[config.mk]
export PLATFORM = sky130hd
export DESIGN_NAME = mem_arbiter
export DESIGN_NICKNAME = d
export VERILOG_FILES = /design/src/rtl/mips_mem_pkg.sv /design/src/rtl/mem_arb_pick.sv /design/src/rtl/mem_arbiter.sv
export SDC_FILE = /design/constraint.sdc
export NUM_CORES = 1
export LEC_CHECK = 0
export BUFFER_PORTS_ARGS = -buffer_cell sky130_fd_sc_hd__clkbuf_2
export CAP_MARGIN = 20
export CORE_AREA = 2 2 118 120
export DETAILED_ROUTE_END_ITERATION = 6
export DIE_AREA = 0 0 120 122
export PLACE_DENSITY = 0.86
export SKIP_CTS_REPAIR_TIMING = 1
export SLEW_MARGIN = 0
export SYNTH_ARGS = -nofsm -noshare
export SYNTH_HDL_FRONTEND = slang
export SYNTH_SLANG_ARGS = --single-unit
[constraint.sdc]
create_clock -name i_clk -period 1.9 [get_ports i_clk]
set_input_delay 0.19 -clock i_clk [delete_from_list [all_inputs] [get_ports i_clk]]
set_output_delay 0.19 -clock i_clk [all_outputs]
set_load 0.005 [all_outputs]
[src/rtl/mips_mem_pkg.sv]
// Shared definitions for the unified-memory arbiter and the core that uses it.
package mips_mem_pkg;

   // Default bus widths, also used by the core.
   localparam int unsigned MIPS_ADDR_W = 32;
   localparam int unsigned MIPS_DATA_W = 32;

   // Arbiter sequencer states.
   typedef enum logic [1:0] {
      ST_IDLE  = 2'd0,
      ST_ISSUE = 2'd1,
      ST_WAIT  = 2'd2,
      ST_RESP  = 2'd3
   } arb_state_t;

   // Which port owns the current access.
   typedef enum logic {
      GNT_IF = 1'b0,
      GNT_DM = 1'b1
   } arb_gnt_t;

endpackage

[src/rtl/mem_arb_pick.sv]
// Winner select for the IF/DM ports plus the saturating DM streak counter.
// DM wins by default; once MAX_DM_STREAK consecutive DM grants have been
// made while fetch was waiting, the next contested grant goes to IF.
module mem_arb_pick
   import mips_mem_pkg::*;
#(
   parameter int unsigned MAX_DM_STREAK = 4
) (
   input  logic     i_clk,
   input  logic     i_rst_n,
   input  logic     i_if_req,
   input  logic     i_dm_req,
   input  logic     i_take,
   output arb_gnt_t o_gnt
);

   localparam int unsigned      SW         = $clog2(MAX_DM_STREAK + 1);
   localparam logic [SW-1:0]    STREAK_MAX = SW'(MAX_DM_STREAK);

   logic [SW-1:0] r_streak;
   logic          w_streak_full;

   // Pick the winner from the live requests and the current streak.
   always_comb begin
      w_streak_full = (r_streak >= STREAK_MAX);
      o_gnt         = GNT_IF;
      if (i_dm_req && !(i_if_req && w_streak_full)) begin
         o_gnt = GNT_DM;
      end
   end

   // Count DM grants that bypassed a waiting fetch; clear otherwise.
   always_ff @(posedge i_clk or negedge i_rst_n) begin
      if (!i_rst_n) begin
         r_streak <= '0;
      end else if (i_take) begin
         if (o_gnt == GNT_DM && i_if_req) begin
            if (!w_streak_full) begin
               r_streak <= r_streak + 1'b1;
            end
         end else begin
            r_streak <= '0;
         end
      end
   end

endmodule

[src/rtl/mem_arbiter.sv]
// Shares one single-port memory between instruction fetch (IF) and data
// memory (DM). One access at a time: IDLE -> ISSUE -> WAIT x WAIT_CYCLES ->
// RESP, with a one-cycle ready pulse to the winning port in RESP.
module mem_arbiter
   import mips_mem_pkg::*;
#(
   parameter int unsigned ADDR_W        = MIPS_ADDR_W,
   parameter int unsigned DATA_W        = MIPS_DATA_W,
   parameter int unsigned WAIT_CYCLES   = 2,
   parameter int unsigned MAX_DM_STREAK = 4
) (
   input  logic                i_clk,
   input  logic                i_rst_n,
   // instruction fetch port
   input  logic                i_if_req,
   input  logic [ADDR_W-1:0]   i_if_addr,
   output logic [DATA_W-1:0]   o_if_rdata,
   output logic                o_if_ready,
   // data memory port
   input  logic                i_dm_req,
   input  logic                i_dm_we,
   input  logic [DATA_W/8-1:0] i_dm_be,
   input  logic [ADDR_W-1:0]   i_dm_addr,
   input  logic [DATA_W-1:0]   i_dm_wdata,
   output logic [DATA_W-1:0]   o_dm_rdata,
   output logic                o_dm_ready,
   // memory side
   output logic                o_mem_en,
   output logic                o_mem_we,
   output logic [DATA_W/8-1:0] o_mem_be,
   output logic [ADDR_W-1:0]   o_mem_addr,
   output logic [DATA_W-1:0]   o_mem_wdata,
   input  logic [DATA_W-1:0]   i_mem_rdata,
   // status
   output logic                o_busy
);

   localparam int unsigned BE_W      = DATA_W / 8;
   localparam logic [3:0]  WAIT_LOAD = 4'(WAIT_CYCLES - 1);

   arb_state_t          r_state;
   arb_gnt_t            r_gnt;
   logic                r_write;
   logic [3:0]          r_wait_cnt;
   logic                r_mem_en;
   logic                r_mem_we;
   logic [BE_W-1:0]     r_mem_be;
   logic [ADDR_W-1:0]   r_mem_addr;
   logic [DATA_W-1:0]   r_mem_wdata;
   logic [DATA_W-1:0]   r_if_rdata;
   logic [DATA_W-1:0]   r_dm_rdata;
   logic                r_if_ready;
   logic                r_dm_ready;
   logic                r_busy;

   logic                w_any_req;
   logic                w_take;
   arb_gnt_t            w_gnt;

   assign w_any_req = i_if_req | i_dm_req;
   assign w_take    = (r_state == ST_IDLE) && w_any_req;

   mem_arb_pick #(
      .MAX_DM_STREAK (MAX_DM_STREAK)
   ) u_pick (
      .i_clk    (i_clk),
      .i_rst_n  (i_rst_n),
      .i_if_req (i_if_req),
      .i_dm_req (i_dm_req),
      .i_take   (w_take),
      .o_gnt    (w_gnt)
   );

   // Access sequencer with all memory-side and port-side outputs registered.
   always_ff @(posedge i_clk or negedge i_rst_n) begin
      if (!i_rst_n) begin
         r_state     <= ST_IDLE;
         r_gnt       <= GNT_IF;
         r_write     <= 1'b0;
         r_wait_cnt  <= '0;
         r_mem_en    <= 1'b0;
         r_mem_we    <= 1'b0;
         r_mem_be    <= '0;
         r_mem_addr  <= '0;
         r_mem_wdata <= '0;
         r_if_rdata  <= '0;
         r_dm_rdata  <= '0;
         r_if_ready  <= 1'b0;
         r_dm_ready  <= 1'b0;
         r_busy      <= 1'b0;
      end else begin
         r_if_ready <= 1'b0;
         r_dm_ready <= 1'b0;
         case (r_state)
            ST_IDLE: begin
               if (w_any_req) begin
                  r_state  <= ST_ISSUE;
                  r_busy   <= 1'b1;
                  r_mem_en <= 1'b1;
                  r_gnt    <= w_gnt;
                  if (w_gnt == GNT_DM) begin
                     r_write     <= i_dm_we;
                     r_mem_we    <= i_dm_we;
                     r_mem_be    <= i_dm_be;
                     r_mem_addr  <= i_dm_addr;
                     r_mem_wdata <= i_dm_wdata;
                  end else begin
                     // fetch leaves mem_wdata untouched
                     r_write    <= 1'b0;
                     r_mem_we   <= 1'b0;
                     r_mem_be   <= '1;
                     r_mem_addr <= i_if_addr;
                  end
               end
            end
            ST_ISSUE: begin
               r_state    <= ST_WAIT;
               r_mem_en   <= 1'b0;
               r_mem_we   <= 1'b0;
               r_wait_cnt <= WAIT_LOAD;
            end
            ST_WAIT: begin
               if (r_wait_cnt == '0) begin
                  r_state <= ST_RESP;
                  if (r_gnt == GNT_IF) begin
                     r_if_rdata <= i_mem_rdata;
                     r_if_ready <= 1'b1;
                  end else begin
                     if (!r_write) begin
                        r_dm_rdata <= i_mem_rdata;
                     end
                     r_dm_ready <= 1'b1;
                  end
               end else begin
                  r_wait_cnt <= r_wait_cnt - 4'd1;
               end
            end
            ST_RESP: begin
               r_state <= ST_IDLE;
               r_busy  <= 1'b0;
            end
         endcase
      end
   end

   assign o_mem_en    = r_mem_en;
   assign o_mem_we    = r_mem_we;
   assign o_mem_be    = r_mem_be;
   assign o_mem_addr  = r_mem_addr;
   assign o_mem_wdata = r_mem_wdata;
   assign o_if_rdata  = r_if_rdata;
   assign o_dm_rdata  = r_dm_rdata;
   assign o_if_ready  = r_if_ready;
   assign o_dm_ready  = r_dm_ready;
   assign o_busy      = r_busy;

endmodule

After elaboration in Yosys (flattened, before gate mapping)
Cells that the tools add are included.

Reductions and logical operators: 19. Add/sub/neg operators: 2. Multiply operators: 0. Divide/modulo/power cells: 0. Bitwise logic cells: 3. Order comparisons: 1. Equality and inequality tests: 7. Shift operators: 0. Multiplexer cells: 22.

Operator list (count): 32-bit two-way mux (1); 2-bit AND reduction (6); 1-bit two-way mux (10); 4-bit two-way mux (2); 2-bit != test, second input constant (4); 2-bit one-hot mux with 4 select lines (1); 4-bit one-hot mux with 2 select lines (1); 3-bit two-way mux (2); 1-bit one-hot mux with 2 select lines (3); 3-bit AND reduction (2); 2-bit nonzero test (3); 2-bit == test, second input constant (2); 1-bit logical AND (4); 4-bit logical NOT (1); 2-bit two-way mux (2); 4-bit AND reduction (1); 4-bit by 1-bit subtractor with 4-bit output, second input constant (1); 3-bit by 1-bit adder with 3-bit output, second input constant (1); 3-bit >= comparator, second input constant (1); 2-bit by 1-bit == test with 1-bit output, second input constant (1); 2-bit logical NOT (1); 1-bit NOT (2); 1-bit logical NOT (1); 1-bit bitwise OR (1).

Bits in latches: 0. Output and inout bits: 137. Memories kept: 0. RAM bits: 0. Memory bits (read-only): 0. Register bits: 148.

Logic depth before layout (Yosys ltp)
Word-level depth: 8. Depth in mapped cells: 7. Depth with buffers taken out: 5.

By module
A second synthesis with hierarchy kept.

Cell total of the unflattened synthesis: 435. Area, all modules: 6130.9 um2.

By module, submodules not included: mem_arbiter (instances 1, seq. area each 3628.5 um2, area each 5973.2 um2, cells an instance 420); mem_arb_pick (instances 1, seq. area each 75.1 um2, area each 157.7 um2, cells an instance 15).

Worst setup path before layout
Ideal clock, no wire load.

Path kind: register to register. Start point: register r_state[0]. End point: register r_if_rdata[0] (netlist: o_if_rdata[0]). Data required time: 1775 ps. Data arrival time: 1670 ps. Path slack: 105 ps. Cell stages (with the launch flop): 8. Setup time: 125 ps. Cell sequence: dfrtp_1 -> inv_1 -> ha_1 -> and4bb_1 -> nor2b_4 -> buf_6 -> buf_12 -> mux2_4.

Word-level cells in the longest chain between the ends: 2.

Ends and longest elaborated chain: from (decl) (line mem_arbiter.sv:41) `arb_state_t r_state;`; from (signal assigned) (line mem_arbiter.sv:77) `r_state <= ST_IDLE;`; from (signal assigned) (line mem_arbiter.sv:97) `r_state <= ST_ISSUE;`; from (signal assigned) (line mem_arbiter.sv:117) `r_state <= ST_WAIT;`; 2-bit == test (line mem_arbiter.sv:94) `case (r_state)`; 3-bit AND reduction (no line); to (signal assigned) (line mem_arbiter.sv:126) `r_if_rdata <= i_mem_rdata;`; to (decl) (line mem_arbiter.sv:50) `logic [DATA_W-1:0] r_if_rdata;`.

No other way between the ends. A chain may end at the register's enable or synchronous reset.

Worst setup path after layout
Start point: register r_wait_cnt[0]. End point: register r_if_rdata[20] (netlist: o_if_rdata[20]).

Word-level cells in the longest chain between the ends: 2.

Ends and longest elaborated chain: from (decl) (line mem_arbiter.sv:44) `logic [3:0] r_wait_cnt;`; from (signal assigned) (line mem_arbiter.sv:135) `r_wait_cnt <= r_wait_cnt - 4'd1;`; 4-bit logical NOT (line mem_arbiter.sv:123) `if (r_wait_cnt == '0) begin`; 3-bit AND reduction (no line).

No other way between the ends.

==> metrics.yaml <==
routed-via-count: 4422
hp-start: "i_dm_be[0]"
criticalPathCategory: "reg -> reg"
die-area_um2: 14640
clockBufferDepth: 2
endpoint_kind: "flop"
synthesis.nets: 574
antenna_cells_inserted: 0
cts_htree_levels: 4
critical_path.max_fanout: 7
pwr_density_cell_nw_per_um2: 1669
outcome: "complete, no violations"
total_leakage_power_nw: 4.369
final_worst_path_period_need_ns: 1.850
worst_slew_pin_slew_ns: 0.6899
first_pass_iters: 4
fp-row-count: 43
count_of_flip_flops_with_a_built_in_enable_after_synthesis: 0
cts.sink_count: 148
fin_ws_ns: 0.05048
rrSetupSlack_ns: 0.05
avgViaCountPerCell: 4.854
clock_pin_slew_on_the_worst_setup_and_hold_paths_ns: 0.06
die_w_um: 120
layout.filler_cells: 1091
antenna_found_initial: 0
cts_tree: "done"
hp-class: "in -> reg"
dp_hpwl_um: 10650
initial_utilization_pct: 45.64
cts_buf_count: 17
postRouteWirelength_um: 14410
reg2regPathDepth: 6
portBuffers: 273
overall_global_routing_usage_pct: 19.66
drt.antenna.violating_nets: 0
layout.cells.most_common_list: "clkbuf_2 (272), dfrtp_1 (148), mux2_2 (68)"
drv.max_cap_violation_count: 0
setup-violations-final: 0
ioPinCount: 274
dp_slack_ns: 0.05568
worst_skew_pair.late_latency_ns: 0.41
hold-path-cell-count: 2
drive_above_1_share_pct: 58.82
design.final.nets: 864
maxSlewHeadroom_pct: 53.83
start_of_the_worst_register_to_register_path: "r_wait_cnt[0]"
layout_worst_path_cycle_share_pct: 97.34
r2r-end: "o_if_rdata[20]"
clock_tree.root_cell: "clkbuf_16"
layout.cells.non_filler: 911
syn-cell-area_um2: 6163
critPathArrivalTime_ns: 2.14
place.gp.congestion: 0.8065
grt_pass1_wl_um: 22160
total_power_w: 0.01419
synth_sequential_area_ratio_pct: 60.09
average_instance_area_after_synthesis_um2: 14.37
clock_skew_ns: 0.006104
synth_ff_type: "dfrtp_1"
grt.overflow.total: 0
placed_cells: 874
required_ns: 2.19
postSynthCellCount: 429
hold_viol: 0
worst_hold_path.endpoint: "o_mem_be[0]"
die_height_um: 122
drt_iter0_markers: 158
slew_viol_final: 0
ys_ff_latch: 148
synth_async_sr_flop_share_pct: 100.0
synth-warning-count: 0
fmax_ghz: 0.5407
max-vdd-ir-drop_mv: 0.6659
post-route-drc-count: 0
start_kind: "flop"
first_global_vias: 4441
grt_start_max_net_pins: 63
area_growth_syn_to_layout_pct: 37.96
setup_tns_ns: 0
synth_cell_types: 36
most_common_library_cell_in_the_layout_ignoring_fill_and_taps: "clkbuf_2"
core_area_um2: 13500
detail_route.wl_per_cell_um: 15.82
[synthesized netlist by cell type (2+ instances only)]
cell      count  area, um2
mux2i_1      35      350.3
buf_12        3      60.06
clkbuf_1      5      18.77
a32o_1        2      20.02
dfrtp_1     148       3704
nand2_1      39      146.4
buf_6         4      45.04
mux2_2       68      765.7
o21ai_0      34      170.2
ha_1          8      100.1
buf_4         7      52.55
buf_2         4      20.02
a31o_2        2      17.52
o22a_1        4      35.03
nor2_1        5      18.77
mux2_4       29      435.4
inv_1         9      33.78
a21oi_1       5      25.02
[sequential cells by signal, summed over array words and instances, names as in the netlist]
name and count:
o_busy 1, r_gnt 1, r_state 2, o_dm_ready 1, o_if_ready 1, o_if_rdata 32, r_write 1, o_mem_be 4
o_mem_wdata 32, r_wait_cnt 4, o_mem_addr 32, o_mem_we 1, o_dm_rdata 32, u_pick.r_streak 3, o_mem_en 1
[cells by family (layout without fill, tap and decap cells)]
logic type      count (synthesis)  after routing  synth area share (%)
simple gates                   55             55                 4.162
flops                         148            148                 60.09
mux                           132            132                 25.17
buf+inv                        32            334                 3.735
fa+ha+maj                       8              8                 1.624
compound gates                 54             54                 5.217
[metrics by stage]
step / hold WS [ns] / cell area, um2 / utilization [%]
2_1_floorplan: -0.1056 / 6163 / -
3_3_place_gp: 0.1138 / 7776 / 57.58
3_5_place_dp: 0.1156 / 7776 / 57.58
4_1_cts: -0.3261 / 8417 / 62.33
5_1_grt: 0.0003641 / 8503 / 62.97
6_report: 0.004465 / 8503 / 62.97
[worst max-delay path by stage]
stage | startpoint | to | slack, ns | cells past startpoint
after floorplan | r_state[0] | o_if_rdata[0] | 0.10 | 7
after global placement | r_wait_cnt[0] | o_if_rdata[29] | 0.11 | 6
after detailed placement | r_wait_cnt[0] | o_if_rdata[30] | 0.06 | 6
after CTS | r_wait_cnt[0] | o_if_rdata[30] | 0.04 | 6
after global routing | r_wait_cnt[0] | o_if_rdata[15] | -0.005 | 6
final | r_wait_cnt[0] | o_if_rdata[20] | 0.05 | 6
[critical path, stage by stage (launching register included)]
cell and delay [ns]:
dfrtp_1 0.40, inv_1 0.10, ha_4 0.16, and4bb_2 0.27, nor2b_4 0.30, clkbuf_16 0.22
mux2_4 0.30
[report_power, final]
group,internal [W],total (W),switching [W],leakage (nW)
Combinational,0.00288,0.00499,0.00212,2.28
Clock,0.00230,0.00359,0.00129,0.305
Sequential,0.00471,0.00561,0.000896,1.78
[area by class of cell]
| type | instances | area [um2] | area share, % |
|---|---|---|---|
| tap | 180 | 225.2 | 2.649 |
| inverter | 9 | 33.78 | 0.3973 |
| sequential | 148 | 3704 | 43.55 |
| clock buffer | 20 | 466.7 | 5.489 |
| multi-input combinational | 249 | 2253 | 26.50 |
| timing repair buffer | 294 | 1647 | 19.36 |
| clock inverter | 11 | 173.9 | 2.045 |
[metal layers]
layer	routed length (um)	global-route usage [%]	part of all wire, %	vias up
met2	7645	35.16	53	170
met1	5679	22.91	39	2157
li1	-	-	-	2083
met3	927	5.197	6.4	12
met5	0	0	0	-
met4	160	6.691	1.1	0
No activity file was read; power rests on OpenSTA's default activity.
